==> config.mk <==
export PLATFORM = sky130hd
export DESIGN_NAME = rf_scoreboard
export DESIGN_NICKNAME = d
export VERILOG_FILES = /design/src/rtl/rf_scoreboard_pkg.sv /design/src/rtl/rf_scoreboard_sb_counter.sv /design/src/rtl/rf_scoreboard.sv
export SDC_FILE = /design/constraint.sdc
export NUM_CORES = 1
export LEC_CHECK = 0
export BUFFER_PORTS_ARGS = -buffer_cell sky130_fd_sc_hd__buf_2
export CORE_MARGIN = 3
export CORE_UTILIZATION = 29
export DETAILED_ROUTE_END_ITERATION = 16
export GPL_TIMING_DRIVEN = 0
export PLACE_DENSITY = 0.51
export SETUP_SLACK_MARGIN = 0.5
export SYNTH_ARGS = -nofsm -noshare
export SYNTH_HDL_FRONTEND = slang
export SYNTH_SLANG_ARGS = --single-unit
==> constraint.sdc <==
create_clock -name clk -period 1.71 [get_ports clk]
set_clock_uncertainty 0.05 [all_clocks]
set_input_delay 0.0855 -clock clk [delete_from_list [all_inputs] [get_ports clk]]
set_output_delay 0.0855 -clock clk [all_outputs]
set_load 0.005 [all_outputs]
==> src/rtl/rf_scoreboard_pkg.sv <==
// Shared constants and WB->ID bus layout for the register scoreboard.
// Latency: n/a (types and constants only).
// Backpressure: n/a.
package rf_scoreboard_pkg;

    localparam int GPR_NUM     = 32;
    localparam int WBB_W       = 38;
    localparam int WBB_WE      = 37;
    localparam int WBB_ADDR_HI = 36;
    localparam int WBB_ADDR_LO = 32;
    localparam int CNT_W_DEF   = 2;

    // WB commit bus as seen by ID; field order matches the raw 38-bit bus.
    typedef struct packed {
        logic        rf_we;
        logic [4:0]  rf_waddr;
        logic [31:0] rf_wdata;
    } wb_bus_t;

endpackage

==> src/rtl/rf_scoreboard_sb_counter.sv <==
// Saturating up/down pending-write counter for one GPR.
// Latency: 1 cycle from inc/dec/clr to cnt; sat/nonzero/ovf reflect the registered count.
// Backpressure: none; increments at max are held and flagged on ovf, decrements at zero are held.
module sb_counter #(
    parameter int W = 2
) (
    input  logic         clk,
    input  logic         reset,
    input  logic         inc,
    input  logic         dec,
    input  logic         clr,
    output logic [W-1:0] cnt,
    output logic         sat,
    output logic         nonzero,
    output logic         ovf
);

    localparam logic [W-1:0] CNT_MAX = '1;

    assign sat     = (cnt == CNT_MAX);
    assign nonzero = |cnt;
    // A paired inc/dec is a no-op, so it cannot overflow; a clear drops the increment.
    assign ovf     = inc & ~dec & ~clr & sat;

    // Count in-flight writes; clear dominates, and both ends saturate instead of wrapping.
    always_ff @(posedge clk) begin
        if (reset || clr) begin
            cnt <= '0;
        end else if (inc && !dec && !sat) begin
            cnt <= cnt + W'(1);
        end else if (dec && !inc && nonzero) begin
            cnt <= cnt - W'(1);
        end
    end

endmodule

==> src/rtl/rf_scoreboard.sv <==
// Register-hazard scoreboard beside ID: tracks in-flight GPR writes and stalls dependent reads.
// Latency: issue visible on busy_vec/id_stall next cycle; with RETIRE_BYPASS a WB retire frees the stall same cycle.
// Backpressure: id_stall is combinational from registered counts and WB bus only (never from issue_fire).
module rf_scoreboard
    import rf_scoreboard_pkg::*;
#(
    parameter int CNT_W         = CNT_W_DEF,
    parameter bit RETIRE_BYPASS = 1'b1
) (
    input  logic               clk,
    input  logic               reset,
    input  logic               issue_fire,
    input  logic               issue_we,
    input  logic [4:0]         issue_dest,
    input  logic [WBB_W-1:0]   wb_id_bus,
    input  logic               flush,
    input  logic               rj_en,
    input  logic [4:0]         rj,
    input  logic               rk_en,
    input  logic [4:0]         rk,
    input  logic               id_dest_we,
    input  logic [4:0]         id_dest,
    output logic               id_stall,
    output logic [GPR_NUM-1:0] busy_vec,
    output logic               sat_err
);

    wb_bus_t            wb;
    logic               inc;
    logic               ret;
    logic [4:0]         ret_addr;
    logic [GPR_NUM-1:0] eff_busy_vec;
    logic [GPR_NUM-1:0] sat_vec;
    logic [GPR_NUM-1:0] ovf_vec;
    logic               unused_wdata;

    assign wb       = wb_id_bus;
    assign ret_addr = wb.rf_waddr;
    assign inc      = issue_fire & issue_we & (issue_dest != 5'd0);
    assign ret      = wb.rf_we & (wb.rf_waddr != 5'd0);
    // Write data is consumed by the register file, not by the bookkeeping.
    assign unused_wdata = ^wb.rf_wdata;

    // r0 is hardwired: never pending, never saturated.
    assign busy_vec[0]     = 1'b0;
    assign eff_busy_vec[0] = 1'b0;
    assign sat_vec[0]      = 1'b0;
    assign ovf_vec[0]      = 1'b0;

    for (genvar i = 1; i < GPR_NUM; i++) begin : g_cnt
        logic [CNT_W-1:0] cnt;
        logic             hit_inc;
        logic             hit_ret;

        assign hit_inc = inc & (issue_dest == 5'(i));
        assign hit_ret = ret & (ret_addr == 5'(i));

        sb_counter #(.W(CNT_W)) u_cnt (
            .clk     (clk),
            .reset   (reset),
            .inc     (hit_inc),
            .dec     (hit_ret),
            .clr     (flush),
            .cnt     (cnt),
            .sat     (sat_vec[i]),
            .nonzero (busy_vec[i]),
            .ovf     (ovf_vec[i])
        );

        // A retire of the last pending write clears the read hazard this cycle when bypassing.
        assign eff_busy_vec[i] = busy_vec[i] &
                                 ~(RETIRE_BYPASS & hit_ret & (cnt == CNT_W'(1)));
    end

    // Hold ID while a source has an outstanding write or the destination counter is full.
    always_comb begin
        id_stall = 1'b0;
        if (rj_en && rj != 5'd0 && eff_busy_vec[rj]) begin
            id_stall = 1'b1;
        end
        if (rk_en && rk != 5'd0 && eff_busy_vec[rk]) begin
            id_stall = 1'b1;
        end
        if (id_dest_we && id_dest != 5'd0 && sat_vec[id_dest]) begin
            id_stall = 1'b1;
        end
    end

    // Sticky overflow flag; survives flush, cleared only by reset.
    always_ff @(posedge clk) begin
        if (reset) begin
            sat_err <= 1'b0;
        end else if (|ovf_vec) begin
            sat_err <= 1'b1;
        end
    end

endmodule

==> metrics.md <==
| Metric | Value |
|---|---|
| Status | complete, but fails checks |
| Failing checks | negative setup slack |
| Setup crit end kind | output pin |
| Gr ovfl total | 0 |
| Syn_area_per_cell | 7.313 µm² |
| Final core occ | 50.42% |
| Final setup fails | 2 |
| N_diodes | 0 |
| CTS H-tree depth | 3 |
| Final Non-Filler Cells | 1526 |
| Fillers | 2339 |
| P_leak | 0.004538 µW |
| Fin. Hold Viols | 0 |
| Required time at the worst-slack endpoint | 1.57 ns |
| Vias | 8709 |
| Post-Syn Nets | 1188 |
| Global-route wire length before repair | 48200 µm |
| Die W | 167.1 µm |
| Synthesis warning total | 0 |
| Relative slew slack | 52.53% |
| Most numerous cell in the Yosys netlist | nor2_1 |
| Root Buffer | clkbuf_16 |
| Clk slew on worst S/H paths | 0.06 ns |
| Power, Total | 4162 µW |
| Largest net degree at the start of global routing | 11 |
| Placed Instances | 1420 |
| Synth top area cells | dfxtp_1 (17%), ha_1 (15%), nor2_1 (7.6%) |
| CP startpoint | g_cnt[10].u_cnt.cnt[1]$_SDFFE_PP0P_ |
| Clock sink total | 63 |
| Async SR Flop Fraction | 0% |
| Ys flop type | dfxtp_1 |
| Commonest cells in the netlist | nor2_1 (152), inv_1 (104), ha_1 (93), dfxtp_1 (63), a21oi_1 (62) |
| CP max stage cell | mux4_2 |
| Vias in the first global route | 8040 |
| Leading area contributor after synthesis | dfxtp_1 |
| Initial antenna violation count | 0 |
| Post-Route WL | 32770 µm |
| Largest stage delay, worst path | 0.48 ns |
| Port Buffers | 61 |
| Final instance area | 12770 µm² |
| Worst-skew pair later-pin latency | 0.35 ns |
| # rows | 58 |
| Yosys reg bits | 63 |
| Reg2reg start | g_cnt[15].u_cnt.cnt[0]$_SDFFE_PP0P_ |
| Number of distinct library cells after synthesis | 60 |
| Die height | 167.1 µm |
| Post-Synthesis Cells | 1029 |
| Layout Nets | 1352 |
| Power Dens Cells | 326.0 nW/µm² |
| Fmax | 395.5 MHz |
| Final HPWL DP | 23200 µm |
| Maximum VDD drop | 0.3656 mV |
| Seq/Total Area, Yosys | 16.76% |
| # IOs | 100 |
| Num CTS Buffers | 9 |
| Final Wtd Congestion | 0.9458 |
| Pre-Repair DR Iteration Count | 5 |
| Minimum clock period | 2.528 ns |
| Die footprint | 27920 µm² |
| Worst Path Max Fanout | 2 |
| Drt wl/cell | 21.47 µm |
| Top-area cell type share of the netlist area | 16.76% |
| RSZ-0062 raised after global routing | true |
| Vias per inst | 5.707 |
| CTS tree | done |
| Crit Path Class | reg2out |
| Clock tree buffer depth | 2 |
| Final period util | 147.9% |
| Post-DRT Antenna Nets | 0 |
| Max Transition Viols Final | 0 |
| Area Growth Syn to Fin | 69.69% |
| Number of synthesized flops with an enable pin | 0 |
| Max Cap Viol | 0 |
| Tightest Pin Transition | 0.7121 ns |
| Critical path launch point type | flip-flop |
| Fraction of layout cells with a size suffix above 1 | 56.77% |
| Starting Density | 29.71% |
| Final worst setup slack | -0.8183 ns |
| Crit-path cells | ha_4, mux4_2, mux2i_1, mux2_4, o22ai_4, a311oi_2, nand4_1, buf_2 |
| CORE AREA | 25330 µm² |
| Crit path DAT | 2.39 ns |
| GRT Resource Usage Total | 22.16% |
| Worst Hold Class | in2reg |
| Placed Area | 9553 µm² |
| Synthesized area | 7525 µm² |
| DRT iter0 DRCs | 812 |
| DRC | 0 |
| Min-Delay Startpoint | flush |
| Setup_tns | -0.8990 ns |
final timing paths:
kind                     endpoint  slack, ns  cells after the start
max                      id_stall      -0.82                      8
min          sat_err$_SDFFE_PP0P_        0.1                      3
max reg2reg  sat_err$_SDFFE_PP0P_      -0.06                      7
min reg2reg  sat_err$_SDFFE_PP0P_       0.44                      1
worst max-delay path: cells and delay by family, from the launching register on:
family	cells	cell delay, ns
fa+ha+maj	1	0.17
compound gates	2	0.33
flops	1	0.36
mux	3	0.86
buf+inv	1	0.17
simple gates	1	0.16
layout make-up:
type                    count  area, µm²  area share (%)
repair buffers            153       1474           11.54
inverters                 104      490.5           3.841
multi-input cells         776       7654           59.94
well taps                 330      412.9           3.234
clock inverters             1      5.005         0.03920
plain buffers              86       1003           7.859
flip-flops and latches     63       1469           11.50
clock buffers              13      260.3           2.038
kinds of logic after synthesis:
logic type | count (synthesis) | share of synthesized area [%]
AOI/OAI and AO/OA | 308 | 26.94
xor gates and xnor gates | 29 | 3.375
adders and majority gates | 93 | 15.46
buffers and inverters | 190 | 11.61
DFF | 63 | 16.76
muxes | 20 | 4.357
other | 1 | 0.04984
and+or+nand+nor | 325 | 21.45
routing by layer:
metal / up-vias / routed length (µm) / track usage [%]
li1: 4054 / - / -
met1: 4259 / 14750 / 31.32
met2: 344 / 14790 / 34.54
met3: 52 / 2534 / 4.391
met4: 0 / 698 / 5.739
met5: - / 0 / 0
layout by cell type, fill, tap and decap left out, drive strengths merged, types with 3 or more instances in the layout:
cell type	n
o2111ai	3
buf	208
o31ai	3
nor3b	25
nand2b	8
o22ai	19
and4b	3
o211ai	5
or3	3
nand3	32
and4bb	3
and4	3
nor4	10
nor3	10
o221ai	28
nand4b	3
inv	104
ha	93
mux2i	8
xnor2	29
nor2	152
or2	3
a211oi	6
o21ai	61
a2111oi	3
a21oi	62
dfxtp	63
clkbuf	43
and2	4
a211o	27
a31oi	58
a311oi	21
mux4	10
and3	4
nand4bb	3
nand2	43
o41ai	3
nor2b	8
power breakdown:
| group | leakage, µW | total [µW] | switching (µW) | internal [µW] |
|---|---|---|---|---|
| clock | 0.000132 | 1810 | 766 | 1050 |
| combinational | 0.00385 | 960 | 585 | 375 |
| sequential | 0.000555 | 1390 | 3.28 | 1390 |
| total | 0.00454 | 4160 | 1350 | 2810 |
flip-flops by register name, indices dropped and copies added (netlist names):
name and count:
g_cnt.u_cnt.cnt 62, sat_err 1
what timing repair did:
action,CTS,global route
resized for setup,339,242
hold buffers,1,0
setup endpoints to repair,95,95
endpoints found under the hold margin,1,0
pin swaps,69,87
buffers inserted,53,38
metrics by stage:
step,hold slack [ns],worst slack [ns]
floorplan,0.2020,-0.04488
global placement,0.2948,-0.7908
detailed placement,0.3028,-0.7909
CTS,0.06886,-0.8372
global route,0.08396,-0.8213
finish,0.09572,-0.8183
No activity file was read; power rests on OpenSTA's default activity.
